$ cat config.mk
export PLATFORM = sky130hd
export DESIGN_NAME = mem_access_wb_flat
export DESIGN_NICKNAME = d
export VERILOG_FILES = /design/src/rtl/mem_access_wb_pkg.sv /design/src/rtl/mem_access_wb_if.sv /design/src/rtl/mem_timeout_ctr.sv /design/src/rtl/mem_access_wb.sv /design/src/flat_wrapper.sv
export SDC_FILE = /design/constraint.sdc
export NUM_CORES = 1
export LEC_CHECK = 0
export CAP_MARGIN = 25
export CELL_PAD_IN_SITES_DETAIL_PLACEMENT = 1
export CELL_PAD_IN_SITES_GLOBAL_PLACEMENT = 2
export CORE_MARGIN = 2
export CORE_UTILIZATION = 28
export DETAILED_ROUTE_END_ITERATION = 12
export PLACE_DENSITY_LB_ADDON = 0.05
export SETUP_SLACK_MARGIN = 0.5
export SLEW_MARGIN = 0
export SYNTH_ARGS = -nofsm -noshare
export SYNTH_HDL_FRONTEND = slang
export SYNTH_SLANG_ARGS = --single-unit
$ cat constraint.sdc
create_clock -name clk -period 6.8 [get_ports clk]
set_input_delay 1.02 -clock clk [delete_from_list [all_inputs] [get_ports clk]]
set_output_delay 1.02 -clock clk [all_outputs]
set_load 0.02 [all_outputs]
$ cat src/rtl/mem_access_wb_pkg.sv
// Shared MEM-stage definitions: FSM encoding, MEM/WB field widths and timeout defaults.
package mem_access_wb_pkg;

    typedef enum logic {
        IDLE   = 1'b0,
        ACCESS = 1'b1
    } state_e;

    localparam int unsigned MEMWB_DATA_W = 32;
    localparam int unsigned MEMWB_REG_W  = 5;
    localparam int unsigned TIMEOUT_DEFAULT = 16;
    localparam logic [31:0] POISON_DEFAULT  = 32'hDEADBEEF;

    // Counter width able to hold 0..limit-1, never narrower than one bit
    function automatic int unsigned ctr_width(input int unsigned limit);
        return (limit > 1) ? $clog2(limit) : 1;
    endfunction

endpackage

$ cat src/rtl/mem_access_wb_if.sv
// Data-memory req/ack bus between the MEM stage (master) and the data memory (slave).
interface mem_access_wb_if
    import mem_access_wb_pkg::*;
#(
    parameter int unsigned DATA_W = MEMWB_DATA_W
);
    logic              dmem_req;
    logic              dmem_we;
    logic [DATA_W-1:0] dmem_addr;
    logic [DATA_W-1:0] dmem_wdata;
    logic [DATA_W-1:0] dmem_rdata;
    logic              dmem_ack;

    modport master (
        output dmem_req, dmem_we, dmem_addr, dmem_wdata,
        input  dmem_rdata, dmem_ack
    );

    modport slave (
        input  dmem_req, dmem_we, dmem_addr, dmem_wdata,
        output dmem_rdata, dmem_ack
    );
endinterface

$ cat src/rtl/mem_timeout_ctr.sv
// Clear/enable saturating wait counter; expired is high while the count sits at TIMEOUT-1.
module mem_timeout_ctr
    import mem_access_wb_pkg::*;
#(
    parameter int unsigned TIMEOUT = TIMEOUT_DEFAULT
) (
    input  logic clk,
    input  logic reset,
    input  logic clr,
    input  logic en,
    output logic expired
);
    localparam int unsigned     CNT_W = ctr_width(TIMEOUT);
    localparam logic [CNT_W-1:0] LAST = CNT_W'(TIMEOUT - 1);

    logic [CNT_W-1:0] count_q;
    logic [CNT_W-1:0] count_d;
    logic             expired_d;

    // Expired is precomputed with the count so it is a clean register output
    always_comb begin
        count_d   = count_q;
        expired_d = expired;
        if (clr) begin
            count_d   = '0;
            expired_d = (LAST == '0);
        end else if (en && (count_q != LAST)) begin
            count_d   = count_q + CNT_W'(1);
            expired_d = (count_d == LAST);
        end
    end

    always_ff @(posedge clk or posedge reset) begin
        if (reset) begin
            count_q <= '0;
            expired <= 1'b0;
        end else begin
            count_q <= count_d;
            expired <= expired_d;
        end
    end

endmodule

$ cat src/rtl/mem_access_wb.sv
// MEM stage: drives the variable-latency data memory over req/ack and produces the MEM/WB register.
module mem_access_wb
    import mem_access_wb_pkg::*;
#(
    parameter int unsigned       DATA_W  = MEMWB_DATA_W,
    parameter int unsigned       REG_W   = MEMWB_REG_W,
    parameter int unsigned       TIMEOUT = TIMEOUT_DEFAULT,
    parameter logic [DATA_W-1:0] POISON  = DATA_W'(POISON_DEFAULT)
) (
    input  logic              clk,
    input  logic              reset,
    input  logic [DATA_W-1:0] alu_result,
    input  logic [DATA_W-1:0] read_data2,
    input  logic [REG_W-1:0]  regdst,
    input  logic              regwrite,
    input  logic              memwrite,
    input  logic              memread,
    input  logic              memtoreg,
    mem_access_wb_if.master   dmem,
    output logic              stall,
    output logic              mem_error,
    output logic [DATA_W-1:0] read_data_out,
    output logic [DATA_W-1:0] alu_result_out,
    output logic [REG_W-1:0]  regdst_out,
    output logic              regwrite_out,
    output logic              memtoreg_out
);
    state_e            state_q, state_d;
    logic              req_q, req_d;
    logic              we_q, we_d;
    logic [DATA_W-1:0] addr_q, addr_d;
    logic [DATA_W-1:0] wdata_q, wdata_d;
    logic              err_q, err_d;
    logic [DATA_W-1:0] rd_q, rd_d;
    logic [DATA_W-1:0] alu_q, alu_d;
    logic [REG_W-1:0]  regdst_q, regdst_d;
    logic              rw_q, rw_d;
    logic              mtr_q, mtr_d;
    logic [REG_W-1:0]  cap_regdst_q, cap_regdst_d;
    logic              cap_rw_q, cap_rw_d;
    logic              cap_mtr_q, cap_mtr_d;
    logic              ctr_clr, ctr_en, ctr_expired;
    logic              ack;

    assign ack = dmem.dmem_ack;

    mem_timeout_ctr #(.TIMEOUT(TIMEOUT)) u_timeout (
        .clk     (clk),
        .reset   (reset),
        .clr     (ctr_clr),
        .en      (ctr_en),
        .expired (ctr_expired)
    );

    // Next-state and next-register logic; stall is the only combinational output
    always_comb begin
        state_d      = state_q;
        req_d        = req_q;
        we_d         = we_q;
        addr_d       = addr_q;
        wdata_d      = wdata_q;
        err_d        = err_q;
        rd_d         = rd_q;
        alu_d        = alu_q;
        regdst_d     = regdst_q;
        rw_d         = rw_q;
        mtr_d        = mtr_q;
        cap_regdst_d = cap_regdst_q;
        cap_rw_d     = cap_rw_q;
        cap_mtr_d    = cap_mtr_q;
        stall        = 1'b0;
        ctr_clr      = 1'b0;
        ctr_en       = 1'b0;

        case (state_q)
            IDLE: begin
                if (memread || memwrite) begin
                    stall        = 1'b1;
                    ctr_clr      = 1'b1;
                    state_d      = ACCESS;
                    req_d        = 1'b1;
                    we_d         = memwrite;
                    addr_d       = alu_result;
                    wdata_d      = read_data2;
                    cap_regdst_d = regdst;
                    cap_rw_d     = regwrite;
                    cap_mtr_d    = memtoreg;
                    rw_d         = 1'b0;
                    mtr_d        = 1'b0;
                end else begin
                    rd_d     = '0;
                    alu_d    = alu_result;
                    regdst_d = regdst;
                    rw_d     = regwrite;
                    mtr_d    = memtoreg;
                end
            end
            ACCESS: begin
                // An ack in the expiry cycle wins over the timeout
                if (ack || ctr_expired) begin
                    rd_d     = ack ? (we_q ? '0 : dmem.dmem_rdata) : POISON;
                    err_d    = err_q | ~ack;
                    alu_d    = addr_q;
                    regdst_d = cap_regdst_q;
                    rw_d     = cap_rw_q;
                    mtr_d    = cap_mtr_q;
                    req_d    = 1'b0;
                    state_d  = IDLE;
                end else begin
                    stall  = 1'b1;
                    ctr_en = 1'b1;
                    rw_d   = 1'b0;
                    mtr_d  = 1'b0;
                end
            end
            default: state_d = IDLE;
        endcase
    end

    always_ff @(posedge clk or posedge reset) begin
        if (reset) begin
            state_q      <= IDLE;
            req_q        <= 1'b0;
            we_q         <= 1'b0;
            addr_q       <= '0;
            wdata_q      <= '0;
            err_q        <= 1'b0;
            rd_q         <= '0;
            alu_q        <= '0;
            regdst_q     <= '0;
            rw_q         <= 1'b0;
            mtr_q        <= 1'b0;
            cap_regdst_q <= '0;
            cap_rw_q     <= 1'b0;
            cap_mtr_q    <= 1'b0;
        end else begin
            state_q      <= state_d;
            req_q        <= req_d;
            we_q         <= we_d;
            addr_q       <= addr_d;
            wdata_q      <= wdata_d;
            err_q        <= err_d;
            rd_q         <= rd_d;
            alu_q        <= alu_d;
            regdst_q     <= regdst_d;
            rw_q         <= rw_d;
            mtr_q        <= mtr_d;
            cap_regdst_q <= cap_regdst_d;
            cap_rw_q     <= cap_rw_d;
            cap_mtr_q    <= cap_mtr_d;
        end
    end

    assign dmem.dmem_req   = req_q;
    assign dmem.dmem_we    = we_q;
    assign dmem.dmem_addr  = addr_q;
    assign dmem.dmem_wdata = wdata_q;
    assign mem_error       = err_q;
    assign read_data_out   = rd_q;
    assign alu_result_out  = alu_q;
    assign regdst_out      = regdst_q;
    assign regwrite_out    = rw_q;
    assign memtoreg_out    = mtr_q;

endmodule
$ cat src/flat_wrapper.sv
// flat-port wrapper written by rule: the top's interface ports become plain ports
module mem_access_wb_flat import mem_access_wb_pkg::*;
#(
    parameter int unsigned       DATA_W  = MEMWB_DATA_W,
    parameter int unsigned       REG_W   = MEMWB_REG_W,
    parameter int unsigned       TIMEOUT = TIMEOUT_DEFAULT,
    parameter logic [DATA_W-1:0] POISON  = DATA_W'(POISON_DEFAULT)
)
  (clk, reset, alu_result, read_data2, regdst, regwrite, memwrite, memread, memtoreg, stall, mem_error, read_data_out, alu_result_out, regdst_out, regwrite_out, memtoreg_out, dmem_dmem_req, dmem_dmem_we, dmem_dmem_addr, dmem_dmem_wdata, dmem_dmem_rdata, dmem_dmem_ack);
  mem_access_wb_if #(.DATA_W(DATA_W)) dmem_i ();
  input  logic clk;
  input  logic reset;
  input  logic [DATA_W-1:0] alu_result;
  input  logic [DATA_W-1:0] read_data2;
  input  logic [REG_W-1:0] regdst;
  input  logic regwrite;
  input  logic memwrite;
  input  logic memread;
  input  logic memtoreg;
  output logic stall;
  output logic mem_error;
  output logic [DATA_W-1:0] read_data_out;
  output logic [DATA_W-1:0] alu_result_out;
  output logic [REG_W-1:0] regdst_out;
  output logic regwrite_out;
  output logic memtoreg_out;
  output wire logic [$bits(dmem_i.dmem_req)-1:0] dmem_dmem_req;
  output wire logic [$bits(dmem_i.dmem_we)-1:0] dmem_dmem_we;
  output wire logic [$bits(dmem_i.dmem_addr)-1:0] dmem_dmem_addr;
  output wire logic [$bits(dmem_i.dmem_wdata)-1:0] dmem_dmem_wdata;
  input wire logic [$bits(dmem_i.dmem_rdata)-1:0] dmem_dmem_rdata;
  input wire logic [$bits(dmem_i.dmem_ack)-1:0] dmem_dmem_ack;
  assign dmem_dmem_req = dmem_i.dmem_req;
  assign dmem_dmem_we = dmem_i.dmem_we;
  assign dmem_dmem_addr = dmem_i.dmem_addr;
  assign dmem_dmem_wdata = dmem_i.dmem_wdata;
  assign dmem_i.dmem_rdata = dmem_dmem_rdata;
  assign dmem_i.dmem_ack = dmem_dmem_ack;
  mem_access_wb #(.DATA_W(DATA_W), .REG_W(REG_W), .TIMEOUT(TIMEOUT), .POISON(POISON)) u_core (.clk(clk), .reset(reset), .alu_result(alu_result), .read_data2(read_data2), .regdst(regdst), .regwrite(regwrite), .memwrite(memwrite), .memread(memread), .memtoreg(memtoreg), .dmem(dmem_i), .stall(stall), .mem_error(mem_error), .read_data_out(read_data_out), .alu_result_out(alu_result_out), .regdst_out(regdst_out), .regwrite_out(regwrite_out), .memtoreg_out(memtoreg_out));
endmodule
Word-level counts from Yosys, hierarchy flattened
Cells that the tools add are included.
{"block": "op_classes", "div_mod_pow": 0, "shifts": 0, "order_cmp": 0, "multipliers": 0, "mux": 29, "n_reduce_logical": 8, "bitwise_logic": 3, "n_eq_ne": 5, "add_sub_neg": 1}
{"op": "$mux W32", "n": 6}
{"op": "$pmux W32 S2", "n": 2}
{"op": "$mux W1", "n": 12}
{"op": "$mux W5", "n": 2}
{"op": "$pmux W5 S2", "n": 1}
{"op": "$mux W4", "n": 2}
{"op": "$pmux W1 S2", "n": 4}
{"op": "$reduce_and A2 Y1", "n": 4}
{"op": "$add A4 B1 Y4 const B", "n": 1}
{"op": "$eq A4 B4 Y1 const B", "n": 1}
{"op": "$ne A2 B2 Y1 const B", "n": 2}
{"op": "$ne A4 B4 Y1 const B", "n": 1}
{"op": "$logic_or A1 B1 Y1", "n": 2}
{"op": "$ne A2 B1 Y1 const B", "n": 1}
{"op": "$not A1 Y1", "n": 2}
{"op": "$reduce_bool A2 Y1", "n": 1}
{"op": "$logic_and A1 B1 Y1", "n": 1}
{"op": "$or A1 B1 Y1", "n": 1}
{"block": "word_totals", "ramBits": 0, "rom_bits": 0, "elab_cells": 62, "register_bits": 151, "latch_bits": 0, "n_memories": 0}

Depth between registers and ports, before layout
{"block": "logic_depth", "ltp_word": 6, "mapped_depth": 6, "mapped_depth_nobuf": 4}

Modules after synthesis
Synthesis repeated with hierarchy kept, for this count alone.
{"block": "hier_totals", "cells_unflattened": 445, "hier_area_um2": 6419.9}
{"mod": "mem_access_wb", "n_inst": 1, "cells_per_inst": 418, "area_each_um2": 6122.1}
{"mod": "mem_timeout_ctr", "n_inst": 1, "cells_per_inst": 27, "area_each_um2": 297.8}

Worst setup path after synthesis
No wires, ideal clock.
{"block": "synth_timing", "path_kind": "input-to-output", "start": "input dmem_dmem_ack", "end": "output stall", "arrival_ns": 1.766, "path_slack_ns": 4.014, "stages": 3, "path_cell_list": "o21a_1 nor2_4 buf_2"}
{"block": "synth_via", "elab_chain_len": 3}
{"element": "start, declared", "line_no": "flat_wrapper.sv:32", "source": "input wire logic [$bits(dmem_i.dmem_ack)-1:0] dmem_dmem_ack;"}
{"element": "$logic_or A1 B1 Y1", "line_no": "mem_access_wb.sv:100", "source": "if (ack || ctr_expired) begin"}
{"element": "$mux W1", "line_no": "mem_access_wb.sv:100"}
{"element": "$pmux W1 S2", "line_no": "mem_access_wb.sv:75", "source": "case (state_q)"}
{"element": "end, declared", "line_no": "flat_wrapper.sv:20", "source": "output logic stall;"}
No other way between the ends.

Worst setup path after layout
Same ends and word-level chain as after synthesis.

==> key figures <==
Yosys
  • Post-Synthesis Cells: 423
  • Area leader, netlist: dfrtp_1
  • Synth top area share: 0.5979
  • Syn Nets: 533
  • Top post-synthesis cells by area: dfrtp_1, mux2_2, a221o_1
  • Register area share after synthesis: 0.5979
  • Post-synthesis register bit count: 151
  • Syn. warnings: 0
  • Mapped Avg Cell Area: 14.94 sq um
  • Mapped cell area: 6320 sq um
  • Cell variety after synth: 36

GRT
  • GRT Total Usage: 0.1574
  • Largest net degree at the start of global routing: 84
  • Initial antenna violation count: 3
  • Vias in the first global route: 5142
  • Grt ovf: 0
  • First-pass GRT wire length: 29060 um

Clocking
  • H-tree depth: 4
  • TritonCTS clock tree: built
  • CTS Buf Count: 17
  • Post-CTS setup buffer count: 0
  • Clk pin slew, worst setup/hold paths: 0.07 ns
  • Clock sinks: 151
  • Post-cts resize count: 0
  • Root Driver: clkbuf_16
  • Clock latency on the worst-skew pair: 0.42 ns
  • CTS Hold Bufs: 0
  • Clock buffer depth: 2

Setup path
  • Critical Path Sink Type: output pin
  • CP Launch Type: input port
  • R2R depth: 4
  • Critical path type: input port to output pin
  • Crit Path Max Fanout: 23
  • CP arrival: 3.14 ns
  • CP required: 5.78 ns

STA
  • Fin crit share: 0.6117
  • Peak Freq: 240.4 MHz
  • Unrepaired setup endpoints after global routing: false
  • Final worst path period need: 4.160 ns
  • Setup ws final: 2.640 ns
  • Clk_skew: 0.01355 ns
  • Setup_tns: 0 ns
  • Setup violators final: 0
  • Slew margin rel.: 0.3216
  • Worst-Margin Slew: 1.013 ns
  • Final max-slew violation count: 0
  • Hold Vio Cnt, Final: 0

Worst hold path
  • Hold path depth: 1
  • Hold WC Path Type: flop to flop

Die
  • Starting density of the core: 0.2878
  • Die W: 154.2 um
  • Core footprint: 21960 sq um
  • Top Ports: 247
  • Row cnt: 54
  • Die area: 23790 sq um
  • Die Y: 154.2 um

Pwr
  • VDD IR max: 0.1461 mV
  • Pleak: 0.003959 uW
  • PwrDens: 343.7 nW/um^2

Route
  • DRT Wirelength: 18070 um
  • Post-route ant nets: 0
  • DRC viols: 0
  • Wire length per cell: 18.87 um
  • DRT iter0 DRCs: 141
  • Via count: 4466
  • Drt pass-1 iters: 4
  • Vias per cell: 4.662

Cells and area
  • Final #Nets: 774
  • Synth-to-Final Area Change: 51.53%
  • Finished Layout Cells: 958
  • Layout cells sized above 1: 0.2895

Outcome
  • Status: finished clean

Placement
  • Placed insts: 925
  • Pre-CTS WS: 2.635 ns
  • Routability cong.: 0.7128
  • Port bufs: 246
  • Hpwl dp: 12310 um

Flow run
  • Maxcap violations: 0
final cells by class:
| class | instances | area (sq um) |
|---|---|---|
| Fill cell | 2233 | 12380 |
| Sequential cell | 151 | 3780 |
| Timing Repair Buffer | 251 | 2520 |
| Multi-Input combinational cell | 228 | 2315 |
| Clock buffer | 20 | 456.7 |
| Tap cell | 280 | 350.3 |
| Clock inverter | 12 | 91.34 |
| Inverter | 15 | 61.31 |
| Antenna cell | 1 | 2.502 |
stage by stage:
| stage | area [sq um] | util | power [uW] | hold WS, ns |
|---|---|---|---|---|
| finish | 9577 | 0.4361 | 3292 | 0.4731 |
| global route | 9577 | 0.4361 | 3476 | 0.5011 |
| CTS | 9574 | 0.4360 | 3347 | 0.4760 |
| detailed placement | 9026 | 0.4111 | 2440 | 0.4597 |
| global placement | 8999 | 0.4098 | 2403 | 0.4545 |
| floorplan | 6320 | - | 1838 | 0.4672 |
worst paths after layout:
path	startpoint	end	slack, ns
worst max-delay path	dmem_dmem_ack	stall	2.64
worst min-delay path	u_core.mem_error	u_core.mem_error	0.47
worst max register to register	u_core.state_q	u_core.alu_result_out[5]	4.35
worst min register to register	u_core.mem_error	u_core.mem_error	0.47
max in group asynchronous	reset	u_core.state_q	4.19
min in group asynchronous	reset	u_core.dmem.dmem_addr[9]	1.13
routing by layer:
metal,vias to the layer above,GRT usage,part of all wire
met5,-,0,0.0015
met4,4,0.05118,0.015
met3,22,0.05632,0.067
met2,131,0.2678,0.51
met1,2299,0.1859,0.41
li1,2010,-,-
cell usage after synthesis (all sizes together):
cell type,n
a22o,10
nor3,2
o22ai,1
nand2,3
dfrtp,151
buf,22
clkbuf,7
o21a,1
and3,1
nand3b,1
mux2,146
nand3,1
a211oi,2
xor2,1
xnor2,1
a221o,15
nor3b,11
a31o,9
o21bai,1
mux2i,1
o32ai,1
inv,15
o21ai,9
nor2,2
or2,1
o31ai,1
ha,2
a21oi,3
and3b,2
cells by family after synthesis:
logic type	after synthesis	synth area share
AO/OA/AOI/OAI	53	0.06791
XOR/XNOR	2	0.002772
adder cells (fa/ha/maj)	2	0.003959
buffers and inverters	44	0.03762
flip-flops	151	0.5979
multiplexers	147	0.2617
AND/OR/NAND/NOR	24	0.02811
registers in the layout, indices dropped and copies added (netlist names):
name	cells
u_core.dmem.dmem_we	1
u_core.memtoreg_out	1
u_core.cap_mtr_q	1
u_core.regwrite_out	1
u_core.cap_rw_q	1
u_core.cap_regdst_q	5
u_core.u_timeout.count_q	4
u_core.state_q	1
u_core.read_data_out	32
u_core.alu_result_out	32
u_core.dmem.dmem_wdata	32
u_core.dmem.dmem_addr	32
u_core.u_timeout.expired	1
u_core.dmem.dmem_req	1
u_core.mem_error	1
u_core.regdst_out	5
critical path, stage by stage:
cell and delay (ns):
clkdlybuf4s50_1 0.73, o21a_1 0.75, nor2_4 0.07, clkdlybuf4s50_1 0.56
report_power, final:
part           leakage, uW  switching, uW  internal, uW
registers          0.00182            131          1110
logic              0.00188            535           625
clock network     0.000256            396           490
total              0.00396           1060          2230
layout by cell type, fill, tap and decap left out, types with 9 or more instances in the layout:
master	n
inv_1	14
mux2_2	144
a31o_2	9
a221o_1	15
nor3b_1	10
a22o_1	10
dfrtp_1	150
clkbuf_16	17
clkdlybuf4s50_1	246
o21ai_0	9
Power figures use the tool's default switching activity.
==> edit 1: new RTL, same flow settings <==
Change the package constant `TIMEOUT_DEFAULT` from 16 to 17.
--- a/src/rtl/mem_access_wb_pkg.sv
+++ b/src/rtl/mem_access_wb_pkg.sv
@@ -8,7 +8,7 @@
 
     localparam int unsigned MEMWB_DATA_W = 32;
     localparam int unsigned MEMWB_REG_W  = 5;
-    localparam int unsigned TIMEOUT_DEFAULT = 16;
+    localparam int unsigned TIMEOUT_DEFAULT = 17;
     localparam logic [31:0] POISON_DEFAULT  = 32'hDEADBEEF;
 
     // Counter width able to hold 0..limit-1, never narrower than one bit
Behaviour: no difference found for any inputs over 4 cycles, from zero or initial values and one cycle with reset high; that may be too few to reach the edited logic, so the function may still have changed.
==> edit 1 against the original RTL <==
- area after synthesis is 0.30% higher
- cell area up 0.50%
- routed wire length up 11%
- critical path depth grew 1
- die area is 0.29% higher
- synthesized cell count rose by 47%
- setup slack got worse by 0.64 ns
- total power up 3.5%
- largest power group unchanged
- sequential cell count is 1 higher
==> edit 1: results (changes against the original RTL) <==
[outcome]
run_status=finished clean

[global_route]
vias_in_the_first_global_route=5899  ; +15%
grt_first_pass_wirelength_um=32300  ; +11%
gr-usage-all-layers_pct=17.1  ; +1.4 points
grt_antenna_before_repair=0  ; -3
grt_start_max_net_pins=109  ; +30%

[power]
max-vdd-ir-drop_mv=0.139  ; -4.9%
share_clk_of_total_power_pct=29.1  ; +2.2 points
power.leakage_nw=4.52  ; +14%
power.density_nw_per_um2=354  ; +3.0%
p_sw_w=0.00115  ; +8.5%

[placement]
hpwl_um=13600  ; +11%
place.gp.congestion=0.740  ; +3.8%
place_area_sq_um=8980  ; -0.54%
place_inst=1119  ; +21%

[worst_hold_path]
hold_path_depth=2  ; +1
timing.hold.worst.start=u_core.read_data_out[25]
hold-path-endpoint=u_core.read_data_out[25]

[synth]
synth.ff_latch_count=152  ; +0.66%
netlist_top_cells_area=sky130_fd_sc_hd__dfrtp_1 (60%), sky130_fd_sc_hd__nand2_1 (15%), sky130_fd_sc_hd__mux2i_1 (6.0%), sky130_fd_sc_hd__a221o_1 (2.8%), sky130_fd_sc_hd__o21ai_1 (2.4%)
mappedNetlistNets=734  ; +38%
synthDistinctLibCells=38  ; +5.6%
synth.yosys.seq_area_share_pct=60.0  ; +0.22 points

[worst_setup_path]
critical-path-slowest-cell=sky130_fd_sc_hd__clkdlybuf4s50_1
r2r_slack_ns=4.12  ; -0.23 ns
worstReg2RegEnd=u_core.read_data_out[26]
timing.critical_path.arrival_ns=3.78  ; +0.64 ns
critical_path_peak_fanout=108  ; +370%

[layout]
post_route_cells_drive_above_1_share_pct=7.73  ; -21 points
fin_nets=965  ; +25%

[route]
initialDrtViolationCount=268  ; +90%
via_per_inst=4.65  ; -0.23%

[timing]
fin_worst_hold_slack_ns=0.471  ; -0.00224 ns
final.period_utilization_pct=70.6  ; +9.4 points

==> edit 1: layout make-up <==
class	instances	area, sq um	area share (%)
inverter	11	51.3	0.533
clock buffer	19	453	4.71
tap	285	357	3.71
clock inverter	13	166	1.73
multi-input combinational	420	2260	23.5
sequential	152	3800	39.5
timing repair buffer	252	2530	26.3
==> edit 1: per-layer routing <==
metal | vias up | global-route usage [%] | routed length, um
li1 | 2510 | - | -
met1 | 2666 | 20.7 | 8540
met2 | 173 | 28.6 | 9580
met3 | 9 | 7.40 | 1780
met4 | 0 | 3.31 | 155
met5 | - | 0 | 0
==> edit 1: cell families (layout without fill, tap and decap cells) <==
group	count (synthesis)	count (layout)	synth area share, %
buffers and inverters	51	295	4.60
multiplexers	39	39	6.18
adder cells (fa/ha/maj)	3	3	0.592
flip-flops	152	152	60.0
AO/OA/AOI/OAI	85	85	9.85
XOR/XNOR	1	1	0.138
AND/OR/NAND/NOR	292	292	18.6
==> edit 2: new RTL, same settings <==
Made on the original files. Register the output `mem_error` once more, with the module's reset; this adds one clock of latency there. The other outputs are not delayed to match.
--- a/src/rtl/mem_access_wb.sv
+++ b/src/rtl/mem_access_wb.sv
@@ -155,7 +155,13 @@
     assign dmem.dmem_we    = we_q;
     assign dmem.dmem_addr  = addr_q;
     assign dmem.dmem_wdata = wdata_q;
-    assign mem_error       = err_q;
+    always_ff @(posedge clk or posedge reset) begin
+        if (reset) begin
+            mem_error <= '0;
+        end else begin
+            mem_error <= err_q;
+        end
+    end
     assign read_data_out   = rd_q;
     assign alu_result_out  = alu_q;
     assign regdst_out      = regdst_q;
Formal check against the unedited RTL: same outputs for any inputs over 4 cycles, from zero or initial values and one cycle with reset high; that may be too few to reach the edited logic, so the function may still have changed.
==> edit 2 against the original RTL <==
- area after synthesis grew 0.40%
- setup slack lost 0.039 ns
- routed wire length shrank 1.7%
- cell area grew 0.64%
- utilization shrank 0.65 points
- via count shrank 0.60%
- worst hold slack lost 0.10 ns
- synthesized cell count grew 0.24%
- clock skew shrank 0.0047 ns
- maximum frequency shrank 0.93%
- count of clock-buffer cells in the layout shrank 2
- sequential cell count grew 1
- critical path depth is the same
- total power grew 3.0%
- largest cell class unchanged
==> edit 2: results (changes against the original RTL) <==
[power]
power.density_nw_per_um2=352  ; +2.3%
max-vdd-ir-drop_mv=0.141  ; -3.2%

[route]
vias=4439  ; -0.60%
route.met3.wl_um=1550  ; +28%
routed-wl-met2_um=9000  ; -1.6%
route.layer.met1.wl_um=7020  ; -5.6%
initialDrtViolationCount=162  ; +15%
detail_route.wl_per_cell_um=18.5  ; -1.9%

[global_route]
globalRouteMet3Util_pct=6.16  ; +0.53 points
grt_first_pass_wirelength_um=28000  ; -3.6%
gr-usage-met2_pct=25.4  ; -1.4 points
grt_start_max_net_pins=85  ; +1.2%
gr-usage-all-layers_pct=15.1  ; -0.62 points
globalRouteMet1Util_pct=17.9  ; -0.66 points

[synth]
post_synth_most_frequent_cells=sky130_fd_sc_hd__dfrtp_1 (152), sky130_fd_sc_hd__mux2_2 (144), sky130_fd_sc_hd__a221o_1 (15), sky130_fd_sc_hd__inv_1 (15)
mappedNetlistNets=534  ; +0.19%
synth.yosys.seq_area_share_pct=59.9  ; +0.16 points
netlist_top_cells_area=sky130_fd_sc_hd__dfrtp_1 (60%), sky130_fd_sc_hd__mux2_2 (26%), sky130_fd_sc_hd__a221o_1 (2.4%), sky130_fd_sc_hd__a22o_1 (1.4%), sky130_fd_sc_hd__a31o_2 (1.2%)
synth.ff_latch_count=152  ; +0.66%

[worst_setup_path]
timing.critical_path.arrival_ns=3.18  ; +0.04 ns
worstRegToRegCells=5  ; +1
worstReg2RegEnd=u_core.u_timeout.count_q[0]

[layout]
seq_share_pct=39.5  ; about the same
num_antenna_cells=0  ; -1
fillCellCount=2318  ; +3.8%
buffers=250  ; -0.40%
nonClkBufAreaFrac_pct=25.9  ; -0.45 points
clkCellAreaFrac_pct=6.31  ; +0.59 points
multi_input_area_share_pct=24.0  ; -0.15 points

[timing]
tightestPinTransition_ns=0.975  ; -0.0377 ns
final.setup_skew_ns=0.00882  ; -0.00473 ns

[placement]
hpwl_um=12100  ; -1.6%
place.gp.congestion=0.707  ; -0.83%
place_area_sq_um=9030  ; about the same

[worst_hold_path]
hold-path-endpoint=u_core.mem_error

[outcome]
run_status=finished clean

[edit 2: cell families (layout without fill, tap and decap cells)]
| kind of cell | Yosys count | count (layout) | share of synthesized area [%] |
|---|---|---|---|
| flops | 152 | 152 | 59.9 |
| compound gates | 53 | 53 | 6.76 |
| buf+inv | 44 | 295 | 3.75 |
| mux | 147 | 147 | 26.1 |
| simple gates | 24 | 24 | 2.80 |
| xor+xnor | 2 | 2 | 0.276 |
| fa+ha+maj | 2 | 2 | 0.394 |
[edit 2: power by group]
group	internal, W	switching, W
clock network	0.000611	0.000370
logic	0.000623	0.000539
registers	0.00112	0.000127
total	0.00235	0.00104
[edit 2: through the flow]
step / setup WS, ns / hold slack [ns] / instances
final: 2.60 / 0.371 / 960
after global routing: 2.48 / 0.396 / 960
after CTS: 2.58 / 0.376 / 960
after detailed placement: 2.59 / 0.363 / 930
after global placement: 2.67 / 0.358 / 930
after floorplan: 1.69 / 0.347 / 424
